--- src/rtl/fetch_stage_if.sv ---
// Instruction-memory bus between the fetch stage and a same-cycle read memory.
interface fetch_stage_if;
  logic [31:0] imem_addr;
  logic [15:0] imem_rdata;

  modport master (output imem_addr, input imem_rdata);
  modport slave  (input imem_addr, output imem_rdata);
endinterface

--- src/rtl/fetch_stage.sv ---
// Instruction-fetch stage: owns the PC, loads reset/interrupt vectors, assembles
// two-word instructions and handles branch redirects, stalls and interrupt entry.
module fetch_stage #(
  parameter int          IMM_FLAG_BIT   = 15,
  parameter logic [31:0] RESET_VEC_ADDR = 32'd0,
  parameter logic [31:0] INT_VEC_ADDR   = 32'd2,
  parameter logic [15:0] NOP_WORD       = 16'h0000
) (
  input  logic                 clk,
  input  logic                 reset,
  input  logic                 stall,
  input  logic                 branch_taken,
  input  logic [31:0]          branch_target,
  input  logic                 int_req,
  fetch_stage_if.master        imem,
  output logic [31:0]          PC_out,
  output logic [15:0]          instruction_out,
  output logic [15:0]          Data_out,
  output logic                 INT_out
);

  typedef enum logic [2:0] {
    RST_HI = 3'd0,
    RST_LO = 3'd1,
    FETCH  = 3'd2,
    IMM    = 3'd3,
    INT_HI = 3'd4,
    INT_LO = 3'd5
  } state_t;

  state_t      state_r;
  logic [31:0] pc_r;
  logic [15:0] hi_tmp_r;
  logic [15:0] op_hold_r;
  logic        int_pending_r;
  logic [31:0] addr_s;
  logic [31:0] pc_inc_s;

  assign pc_inc_s       = pc_r + 32'd1;
  assign imem.imem_addr = addr_s;

  // Memory address selection from the current state and PC.
  always_comb begin
    addr_s = pc_r;
    case (state_r)
      RST_HI:  addr_s = RESET_VEC_ADDR;
      RST_LO:  addr_s = RESET_VEC_ADDR + 32'd1;
      INT_HI:  addr_s = INT_VEC_ADDR;
      INT_LO:  addr_s = INT_VEC_ADDR + 32'd1;
      FETCH:   addr_s = pc_r;
      IMM:     addr_s = pc_r;
      default: addr_s = pc_r;
    endcase
  end

  // Sequencer: PC, vector loads, instruction assembly and registered outputs.
  always_ff @(posedge clk) begin
    if (reset) begin
      state_r         <= RST_HI;
      pc_r            <= 32'd0;
      hi_tmp_r        <= 16'h0000;
      op_hold_r       <= 16'h0000;
      int_pending_r   <= 1'b0;
      PC_out          <= 32'd0;
      instruction_out <= NOP_WORD;
      Data_out        <= 16'h0000;
      INT_out         <= 1'b0;
    end else begin
      // A live request re-arms the pending flag even on the cycle it is accepted.
      int_pending_r <= int_pending_r | int_req;
      case (state_r)
        RST_HI, INT_HI: begin
          hi_tmp_r        <= imem.imem_rdata;
          instruction_out <= NOP_WORD;
          Data_out        <= 16'h0000;
          INT_out         <= 1'b0;
          state_r         <= (state_r == RST_HI) ? RST_LO : INT_LO;
        end
        RST_LO, INT_LO: begin
          pc_r            <= {hi_tmp_r, imem.imem_rdata};
          instruction_out <= NOP_WORD;
          Data_out        <= 16'h0000;
          INT_out         <= 1'b0;
          state_r         <= FETCH;
        end
        FETCH, IMM: begin
          if (branch_taken) begin
            pc_r            <= branch_target;
            instruction_out <= NOP_WORD;
            Data_out        <= 16'h0000;
            INT_out         <= 1'b0;
            state_r         <= FETCH;
          end else if (stall) begin
            state_r <= state_r;
          end else if (state_r == IMM) begin
            instruction_out <= op_hold_r;
            Data_out        <= imem.imem_rdata;
            INT_out         <= 1'b0;
            pc_r            <= pc_inc_s;
            PC_out          <= pc_inc_s;
            state_r         <= FETCH;
          end else if (int_pending_r) begin
            // Memory word is left unconsumed; PC_out becomes the return address.
            instruction_out <= NOP_WORD;
            Data_out        <= 16'h0000;
            INT_out         <= 1'b1;
            PC_out          <= pc_r;
            int_pending_r   <= int_req;
            state_r         <= INT_HI;
          end else if (imem.imem_rdata[IMM_FLAG_BIT]) begin
            op_hold_r       <= imem.imem_rdata;
            pc_r            <= pc_inc_s;
            instruction_out <= NOP_WORD;
            Data_out        <= 16'h0000;
            INT_out         <= 1'b0;
            state_r         <= IMM;
          end else begin
            instruction_out <= imem.imem_rdata;
            Data_out        <= 16'h0000;
            INT_out         <= 1'b0;
            pc_r            <= pc_inc_s;
            PC_out          <= pc_inc_s;
            state_r         <= FETCH;
          end
        end
        default: begin
          instruction_out <= NOP_WORD;
          Data_out        <= 16'h0000;
          INT_out         <= 1'b0;
          state_r         <= RST_HI;
        end
      endcase
    end
  end

endmodule

--- src/flat_wrapper.sv ---
// flat-port wrapper written by rule: the top's interface ports become plain ports
module fetch_stage_flat 
#(
  parameter int          IMM_FLAG_BIT   = 15,
  parameter logic [31:0] RESET_VEC_ADDR = 32'd0,
  parameter logic [31:0] INT_VEC_ADDR   = 32'd2,
  parameter logic [15:0] NOP_WORD       = 16'h0000
)
  (clk, reset, stall, branch_taken, branch_target, int_req, PC_out, instruction_out, Data_out, INT_out, imem_imem_addr, imem_imem_rdata);
  fetch_stage_if imem_i ();
  input  logic clk;
  input  logic reset;
  input  logic stall;
  input  logic branch_taken;
  input  logic [31:0] branch_target;
  input  logic int_req;
  output logic [31:0] PC_out;
  output logic [15:0] instruction_out;
  output logic [15:0] Data_out;
  output logic INT_out;
  output wire logic [$bits(imem_i.imem_addr)-1:0] imem_imem_addr;
  input wire logic [$bits(imem_i.imem_rdata)-1:0] imem_imem_rdata;
  assign imem_imem_addr = imem_i.imem_addr;
  assign imem_i.imem_rdata = imem_imem_rdata;
  fetch_stage #(.IMM_FLAG_BIT(IMM_FLAG_BIT), .RESET_VEC_ADDR(RESET_VEC_ADDR), .INT_VEC_ADDR(INT_VEC_ADDR), .NOP_WORD(NOP_WORD)) u_core (.clk(clk), .reset(reset), .stall(stall), .branch_taken(branch_taken), .branch_target(branch_target), .int_req(int_req), .imem(imem_i), .PC_out(PC_out), .instruction_out(instruction_out), .Data_out(Data_out), .INT_out(INT_out));
endmodule
--- config.mk ---
export PLATFORM = sky130hd
export DESIGN_NAME = fetch_stage_flat
export DESIGN_NICKNAME = d
export VERILOG_FILES = /design/src/rtl/fetch_stage_if.sv /design/src/rtl/fetch_stage.sv /design/src/flat_wrapper.sv
export SDC_FILE = /design/constraint.sdc
export NUM_CORES = 1
export LEC_CHECK = 0
export CORE_MARGIN = 2
export CORE_UTILIZATION = 49
export CTS_CLUSTER_SIZE = 10
export DETAILED_ROUTE_END_ITERATION = 12
export PLACE_DENSITY = 0.78
export SYNTH_ARGS = -nofsm -noshare
export SYNTH_HDL_FRONTEND = slang
export SYNTH_SLANG_ARGS = --single-unit
--- constraint.sdc ---
create_clock -name clk -period 2.6 [get_ports clk]
set_input_delay 0.78 -clock clk [delete_from_list [all_inputs] [get_ports clk]]
set_output_delay 0.78 -clock clk [all_outputs]
set_load 0.05 [all_outputs]
### After elaboration in Yosys (flattened, before gate mapping)

Cells that the tools add are included.

* output and inout port bits: 97
* register bits: 133
* input port bits: 53
* logic and storage cells: 60

* equal/unequal tests: 8
* bitwise logic cells: 6
* add/subtract/negate cells: 1
* reduce and logical (&&, ||, !) cells: 9
* muxes and demuxes: 27

Operator list (number)
* 2-to-1 mux 32 bit: 7
* one-hot mux 32 bit (4 select lines): 1
* one-hot mux 32 bit (2 select lines): 1
* 2-to-1 mux 16 bit: 3
* adder 32 x 1 -> 32 bit, second input constant: 1
* 2-to-1 mux 15 bit: 1
* 2-to-1 mux 3 bit: 5
* one-hot mux 3 bit (3 select lines): 1
* 2-to-1 mux 1 bit: 8
* equality test 3 x 2 -> 1 bit, second input constant: 2
* equality test 3 bit, second input constant: 2
* AND reduction 6 bit: 1
* OR reduction 2 bit: 3
* inverter 1 bit: 5
* != test 4 bit, second input constant: 1
* AND reduction 4 bit: 1
* equality test 3 x 1 -> 1 bit, second input constant: 1
* logical NOT 3 bit: 1
* != test 3 x 1 -> 1 bit, second input constant: 1
* != test 3 bit, second input constant: 1
* AND reduction 3 bit: 1
* OR reduction 3 bit: 1
* nonzero test 2 bit: 1
* OR 1 bit: 1

### Depth between registers and ports, before layout

Gate-level depths: netlist of run 1.

* depth in word-level cells: 6
* depth in mapped cells: 9
* gate-level depth less buffers: 6

### Worst setup path after synthesis of run 1

No wires, ideal clock.

* path kind: flip-flop to output port
* start: reg u_core.state_r[1]
* end: out imem_imem_addr[0]
* path slack: -0.049 ns
* path buffers: 3
* required time: 1.820 ns
* arrival time: 1.869 ns
* stages on the path, launching flop included: 5
* cells stage by stage: dfxtp_1 buf_2 clkbuf_1 clkbuf_1 o21ai_0

* cells in the longest elaborated chain, start to end: 2
* elaborated cells on any way between the ends: 5
* those cells by class: 3 x eq/ne; 1 x mux; 1 x reduce/logical

RTL lines
* start, declared: line fetch_stage.sv:31 `state_t state_r;`
* start signal, assigned: line fetch_stage.sv:77 `state_r <= (state_r == RST_HI) ? RST_LO : INT_LO;`
* start signal, assigned: line fetch_stage.sv:94 `state_r <= state_r;`
* equality test 3 bit, or another cell as far along: line fetch_stage.sv:45 `case (state_r)`
* one-hot mux 32 bit (4 select lines) (*): line fetch_stage.sv:45
* end, declared: line flat_wrapper.sv:21 `output wire logic [$bits(imem_i.imem_addr)-1:0] imem_imem_addr;`

Every way passes the cells marked *; elsewhere a longest branch is shown, timed or not.

### Worst setup path in the final report of run 1

* start: reg u_core.state_r[0]
* end: out imem_imem_addr[0]

Same word-level chain as after synthesis.

==> impl_metrics.py, run 1 <==
metrics = {
    "power": {
        "p_int_mw": 4.06,
        "power.leakage_nw": 3.52,
        "ir_drop_uv": 452,
        "power_frac_clock_pct": 41.4,
        "power_frac_seq_pct": 38.9,
        "comb_power_share_pct": 19.7,
        "total_power_mw": 5.93,
        "swShare_pct": 31.5,
        "pwr_density_cell_mw_per_mm2": 613,
        "power.switching_mw": 1.87,
    },
    "cells_and_area": {
        "fin_nets": 1087,
        "fin_cells": 1226,
        "fillers": 1069,
        "drive_above_1_share_pct": 14.0,
        "fin_util_pct": 69.9,
        "diodes": 0,
        "area_growth_pct": 40.0,
    },
    "detailed_routing": {
        "wl_per_cell_um": 18.3,
        "initialDrtViolationCount": 718,
        "num_vias": 7370,
        "via_per_inst": 6.01,
        "first_pass_iters": 6,
        "drc_errors": 0,
        "ant_nets": 0,
        "routed_wl_mm": 22.4,
    },
    "die": {
        "pin_count": 150,
        "start_util_pct": 49.9,
        "die-width_um": 123,
        "die_area_sq_mm": 0.0151,
        "fp.dieH_um": 123,
        "row_count": 43,
        "core_area_sq_mm": 0.0138,
    },
    "clocking": {
        "cts_tree": "yes",
        "clk-insertion-delay-late_ns": 0.43,
        "post-cts-setup-buffers": 0,
        "cts.clk_slew.worst_paths_ns": 0.06,
        "clock_path_buffers": 2,
        "cts.sinks": 133,
        "root_buffer": "clkbuf_16",
        "htree_levels": 4,
        "cts_inserted_buffers": 17,
    },
    "logic_synthesis": {
        "syn_area_sq_mm": 0.00690,
        "synthXorXnorAreaFrac_pct": 3.93,
        "muxShareOfSynthArea_pct": 3.23,
        "yosysSeqAreaShare_pct": 38.6,
        "synth.most_common_cell": "dfxtp_1",
        "synth.ff_latch_count": 133,
        "synth_top_area_share_pct": 38.6,
        "synthTopCellsByCount": "dfxtp_1, nand2_1, nor2_1, a21oi_1, clkbuf_1",
        "yosys_warnings": 0,
        "ys.flop_type": "dfxtp_1",
        "synth_nets": 945,
        "ys_top_cells_by_area": "dfxtp_1, nand2_1, nor2_1",
        "syn_avg_cell_area_sq_um": 7.75,
        "synthArstFlopShare_pct": 0,
        "yosys.area.top_type": "dfxtp_1",
        "synth_edf_count": 0,
        "yosys.area_share.simple_pct": 26.8,
        "synth_compound_area_share_pct": 21.4,
        "synth_top_family_by_area": "simple AND/OR/NAND/NOR gates",
        "synthAdderAreaFrac_pct": 0.181,
        "synthCells": 891,
        "ys_types": 67,
    },
    "timing": {
        "worst_slew_pin_slew_ns": 0.544,
        "tns_ns": 0,
        "grt_setup_unrepaired": "no",
        "setup_violations": 0,
        "fin_crit_ns": 2.42,
        "fin_worst_skew_ns": 0.00715,
        "slew_headroom_pct": 63.6,
        "hold_viol_final": 0,
        "max_freq_mhz": 413,
        "hold_ws_ns": 0.459,
        "slew_viol_final": 0,
        "fin_crit_sh_pct": 93.2,
    },
    "min_path": {
        "min-delay-start": "u_core.op_hold_r[15]",
        "hold_depth": 2,
        "min_to": "u_core.op_hold_r[15]",
        "holdCritPathClass": "reg2reg",
    },
    "setup_path": {
        "worst_ep_arrival_time_ns": 1.64,
        "cp-end-kind": "output port",
        "reg2reg_to": "u_core.PC_out[30]",
        "cpPeakStageDelay_ns": 0.51,
        "cp_slowest_cell": "dfxtp_1",
        "worstPathMaxFanout": 9,
        "r2r_cells": 6,
        "crit_chain": "inv_1 > o21ai_1 > buf_12",
        "reg2reg_slack_ns": 0.34,
        "cp.required_ns": 1.82,
        "start_kind": "register",
        "crit_buf_inv": 2,
        "setup.worst_path.class": "reg2out",
        "path_delay_family": "flip-flops",
        "r2r-start": "u_core.pc_r[12]",
    },
    "global_routing": {
        "grt_max_degree": 55,
        "antenna_found_initial": 0,
        "grt.overflow.total": 0,
        "grt_pass1_vias": 6576,
        "grt_use_total_pct": 29.7,
        "grt_pass1_wl_mm": 34.9,
    },
    "place": {
        "hpwl_mm": 15.6,
        "place_congestion": 0.971,
        "dp_cells": 1194,
        "port_buffers": 149,
    },
    "status": {
        "status": "complete, no violations",
    },
    "flow_run": {
        "cap_violations": 0,
    },
}
==> cells by family (layout without fill, tap and decap cells) <==
| group | after synthesis | in the layout |
|---|---|---|
| AOI/OAI and AO/OA | 227 | 227 |
| buffers and inverters | 98 | 253 |
| DFF | 133 | 133 |
| xor gates and xnor gates | 31 | 31 |
| muxes | 22 | 22 |
| and+or+nand+nor | 379 | 379 |
| adders and majority gates | 1 | 1 |
==> tightest hold or removal path, cell delays in order (launching register included) <==
cell and delay, ns:
dfxtp_1 0.32, inv_1 0.05, a21oi_1 0.05
==> power groups by stage <==
stage / clock (mW) / combinational, mW / sequential, mW
CTS: 2.46 / 1.15 / 2.30
finish: 2.45 / 1.17 / 2.31
global route: 2.55 / 1.25 / 2.32
global placement: 0 / 1.13 / 2.34
floorplan: 0 / 0.661 / 2.34
detailed placement: 0 / 1.15 / 2.34
==> layout by cell type (no fill, tap or decap), drive strengths merged, types with 3 or more instances in the layout <==
cell type,count
dfxtp,133
clkdlybuf4s50,116
nand2,107
nor2,106
buf,93
a21oi,71
o21ai,42
nand3,38
and2,30
a211oi,29
nor3,28
nand4,23
mux2i,20
inv,19
xor2,17
clkbuf,17
a221oi,16
xnor2,14
a31oi,14
a311oi,10
and3,10
or3,9
nor4,7
a21o,5
o211ai,5
o21a,5
o32ai,4
and4,4
clkinv,4
nand2b,3
o31ai,3
a31o,3
o31a,3
nor2b,3
==> per-layer routing <==
metal | vias to the layer above | GRT usage [%] | share of wire [%]
li1 | 3470 | - | -
met1 | 3431 | 41.9 | 43
met2 | 436 | 43.5 | 44
met3 | 33 | 8.50 | 11
met4 | 0 | 9.63 | 1.7
met5 | - | 0 | 0
==> layout make-up <==
type	count	area (sq um)	area share (%)
tap	180	225	2.33
multi-input combinational	660	3840	39.8
clock inverter	15	169	1.75
inverter	12	45.0	0.466
sequential	133	2660	27.6
clock buffer	17	425	4.40
timing repair buffer	209	2290	23.7
==> metrics by stage <==
| step | area [sq um] | worst slack (ns) |
|---|---|---|
| after detailed placement | 9070 | -0.0765 |
| after CTS | 9660 | 0.0611 |
| after global placement | 9070 | -0.0142 |
| final | 9670 | 0.177 |
| after global routing | 9670 | 0.156 |
| after floorplan | 6900 | 0.186 |
==> state kept, by name, indices dropped and copies added (netlist names) <==
register,cells
u_core.state_r,3
u_core.hi_tmp_r,16
u_core.INT_out,1
u_core.instruction_out,16
u_core.int_pending_r,1
u_core.Data_out,16
u_core.op_hold_r,16
u_core.PC_out,32
u_core.pc_r,32
==> worst max-delay path by stage <==
| stage | from | endpoint | slack [ns] | cells after the start |
|---|---|---|---|---|
| CTS | u_core.state_r[1] | imem_imem_addr[22] | 0.06 | 3 |
| detailed placement | branch_taken | u_core.pc_r[5] | -0.08 | 8 |
| finish | u_core.state_r[0] | imem_imem_addr[0] | 0.18 | 3 |
| global route | u_core.state_r[0] | imem_imem_addr[0] | 0.16 | 3 |
| floorplan | branch_taken | u_core.op_hold_r[10] | 0.19 | 8 |
| global placement | branch_taken | u_core.PC_out[13] | -0.01 | 6 |
==> timing repair <==
action                     CTS  global route
setup endpoints to repair    0             3
hold buffers                 0             0
resized for setup            0             1
No activity file was read; power rests on OpenSTA's default activity.
==> run 2, diff against run 1 <==
--- a/config.mk
+++ b/config.mk
@@ -5,6 +5,7 @@
 export SDC_FILE = /design/constraint.sdc
 export NUM_CORES = 1
 export LEC_CHECK = 0
+export CAP_MARGIN = 20
 export CORE_MARGIN = 2
 export CORE_UTILIZATION = 49
 export CTS_CLUSTER_SIZE = 10
==> results of run 2 <==
The final DEF is identical to that of run 1; final timing and power are the same.
==> run 3, diff against run 2 <==
--- a/config.mk
+++ b/config.mk
@@ -8,6 +8,7 @@
 export CAP_MARGIN = 20
 export CORE_MARGIN = 2
 export CORE_UTILIZATION = 49
+export CTS_CLUSTER_DIAMETER = 30
 export CTS_CLUSTER_SIZE = 10
 export DETAILED_ROUTE_END_ITERATION = 12
 export PLACE_DENSITY = 0.78
==> results of run 3 <==
The final DEF is identical to that of run 1; final timing and power are the same.
==> RTL change, RTL diff (settings of run 2) <==
Reset style: asynchronous (`reset`), changed in one clocked block.
--- a/src/rtl/fetch_stage.sv
+++ b/src/rtl/fetch_stage.sv
@@ -54,7 +54,7 @@
   end
 
   // Sequencer: PC, vector loads, instruction assembly and registered outputs.
-  always_ff @(posedge clk) begin
+  always_ff @(posedge clk or posedge reset) begin
     if (reset) begin
       state_r         <= RST_HI;
       pc_r            <= 32'd0;
Check against the original RTL: not settled (the Yosys comparison gave no result); the edit may change what the design does.
==> RTL change against run 2 <==
Area after synthesis grew 3.1%; final area grew 3.2%; clock skew grew 0.74 ps; wire length shrank 3.6%; setup slack lost 150 ps; sequential cell count is the same; count of clock-buffer cells in the layout grew 3.
Power is not compared: it rests on default switching activity, and its combinational part moved more than twofold at a synthesized area within 25%.
==> RTL change: results (changes against run 2) <==
Setup path
  • CP peak stage delay: 260 ps (-250 ps)
  • R2r startpoint: u_core.pc_r[2]
  • CP startpoint: branch_taken
  • Worst r2r dst: u_core.PC_out[31]
  • Critical path arrival: 1790 ps (+150 ps)
  • Critical path's slowest cell: dlygate4sd2_1
  • Crit path max fanout: 2 (-7)
  • Top delay family on crit path: buffers and inverters
  • Worst reg-to-reg setup slack: 320 ps (-20 ps)

Global routing
  • GRT Total Usage: 28.2% (-1.5 points)
  • Largest net degree at the start of global routing: 38 (-31%)
  • Initial antenna violation count: 0 (unchanged)
  • First-pass GRT wire length: 34700 um (-0.46%)
  • Vias in the first global route: 6383 (-2.9%)

Hold path
  • Hold-critical path depth: 1 (-1)
  • Worst hold start: u_core.op_hold_r[15]
  • Worst Hold End: u_core.op_hold_r[15]
  • HP Class: reg -> reg

Placement
  • DP Wirelength: 15300 um (-2.1%)
  • IO buf count: 149 (unchanged)
  • Gpl congestion: 0.929 (-4.3%)

Yosys
  • Post-Synth XOR/XNOR Area: 4.80% (+0.87 points)
  • Share of flip-flops with an asynchronous set or reset: 100% (+100 points)
  • Syn nets: 819 (-13%)
  • Area contributors post-synth: dfrtp_1 (47%), mux2_2 (5.1%), o21ai_0 (4.4%), nand2_1 (4.3%), and2_1 (3.3%)
  • Cells after Synth: 765 (-14%)
  • Register area share after synthesis: 46.8% (+8.2 points)
  • Mux cell area share after synthesis: 5.49% (+2.3 points)
  • Post-synthesis adder-cell area fraction: 0.176% (-0.0055 points)
  • Compound-Gate Fraction of Synth Area: 16.8% (-4.5 points)
  • Post-synth top cells: dfrtp_1 (133), nand2_1 (81), o21ai_0 (63)
  • Netlist cell types: 58 (-13%)

STA
  • Worst-Margin Slew: 730 ps (+186 ps)
  • Final Skew: 7.88 ps (+0.737 ps)

Detailed routing
  • Via density: 5.91 (-1.7%)
  • Final WL: 21600 um (-3.6%)
  • Initial DRC Count: 490 (-32%)
  • TritonRoute pass-1 iters: 5 (-1)

Clock network
  • Total clock buffers created by CTS: 17 (unchanged)
  • Clk buf depth: 2 (unchanged)
  • Setup bufs post-CTS: 0 (unchanged)
  • H-tree depth: 4 (unchanged)

Finish
  • Layout cells sized above 1: 17.2% (+3.2 points)
  • # fillers: 1096 (+2.5%)
  • # diodes: 0 (unchanged)
  • Final std cells w/o fill: 1115 (-9.1%)
  • Nets: 972 (-11%)

Outcome
  • Outcome: finished, final reports clean

Power
  • P_leak: 4.22 nW
==> RTL change: cell types whose count changed in the layout (fill, tap and decap cells not counted), moves of 22 or more <==
cell,before,now
dfrtp_1,0,133
dfxtp_1,132,0
nor2_1,106,38
a21oi_1,71,39
mux2_2,2,32
a211oi_1,28,1
nand2_1,107,81
o21ai_0,41,63
==> RTL change: worst max path at each step <==
stage | slack, ps | to | depth (start not counted)
finish | 30 | imem_imem_addr[0] | 6
global route | -4 | imem_imem_addr[0] | 4
CTS | 30 | imem_imem_addr[0] | 6
detailed placement | -240 | imem_imem_addr[0] | 6
global placement | -270 | imem_imem_addr[0] | 6
floorplan | 140 | u_core.op_hold_r[0] | 7
==> RTL change: layout make-up <==
type,count,area share (%)
Tap cell,184,2.31
Clock buffer,20,4.38
Clock inverter,12,1.08
Inverter,10,0.414
Timing Repair Buffer,204,23.3
Multi-Input combinational cell,552,35.2
Sequential cell,133,33.4
==> RTL change: repair_timing <==
| action | CTS | global route |
|---|---|---|
| hold buffers | 0 | 0 |
| pin swaps | 0 | 1 |
| setup endpoints to repair | 1 | 1 |
| cloned | 0 | 0 |
| gates resized for setup | 4 | 1 |
==> RTL change: worst reg2reg max path: stages, from the launching register on <==
cell and delay, ps:
dfrtp_1 490, nand3_1 410, nor4_4 380, buf_4 320, nand3_1 150, xnor2_1 260, o21ai_0 140
==> RTL change: through the flow <==
stage	cell area, um2	hold WS, ps	util, %	setup WS [ps]	total power [W]
2_1_floorplan	7120	436	-	140	0.00808
3_3_place_gp	9410	450	65.5	-271	0.0110
3_5_place_dp	9410	453	65.5	-236	0.0111
4_1_cts	9970	471	69.4	33.7	0.0134
5_1_grt	9980	501	69.4	-4.44	0.0141
6_report	9980	470	69.4	25.9	0.0134
==> RTL change: layer usage <==
| layer | routed length (um) | GRT usage (%) |
|---|---|---|
| met2 | 9940 | 42.8 |
| met3 | 1860 | 6.49 |
| met4 | 751 | 12.9 |
| met5 | 0 | 0 |
| met1 | 9050 | 38.6 |
==> RTL change: kinds of logic (layout without fill, tap and decap cells) <==
logic type      count (synthesis)  after routing
compound gates                184            184
buf+inv                        80            246
flops                         133            133
fa+ha+maj                       1              1
xor+xnor                       39             39
simple gates                  293            293
mux                            35             35
==> RTL change: report_power, final <==
| part | internal, W | switching (W) |
|---|---|---|
| sequential | 0.00287 | 0.000889 |
| combinational | 0.00313 | 0.00430 |
| clock | 0.00131 | 0.000926 |
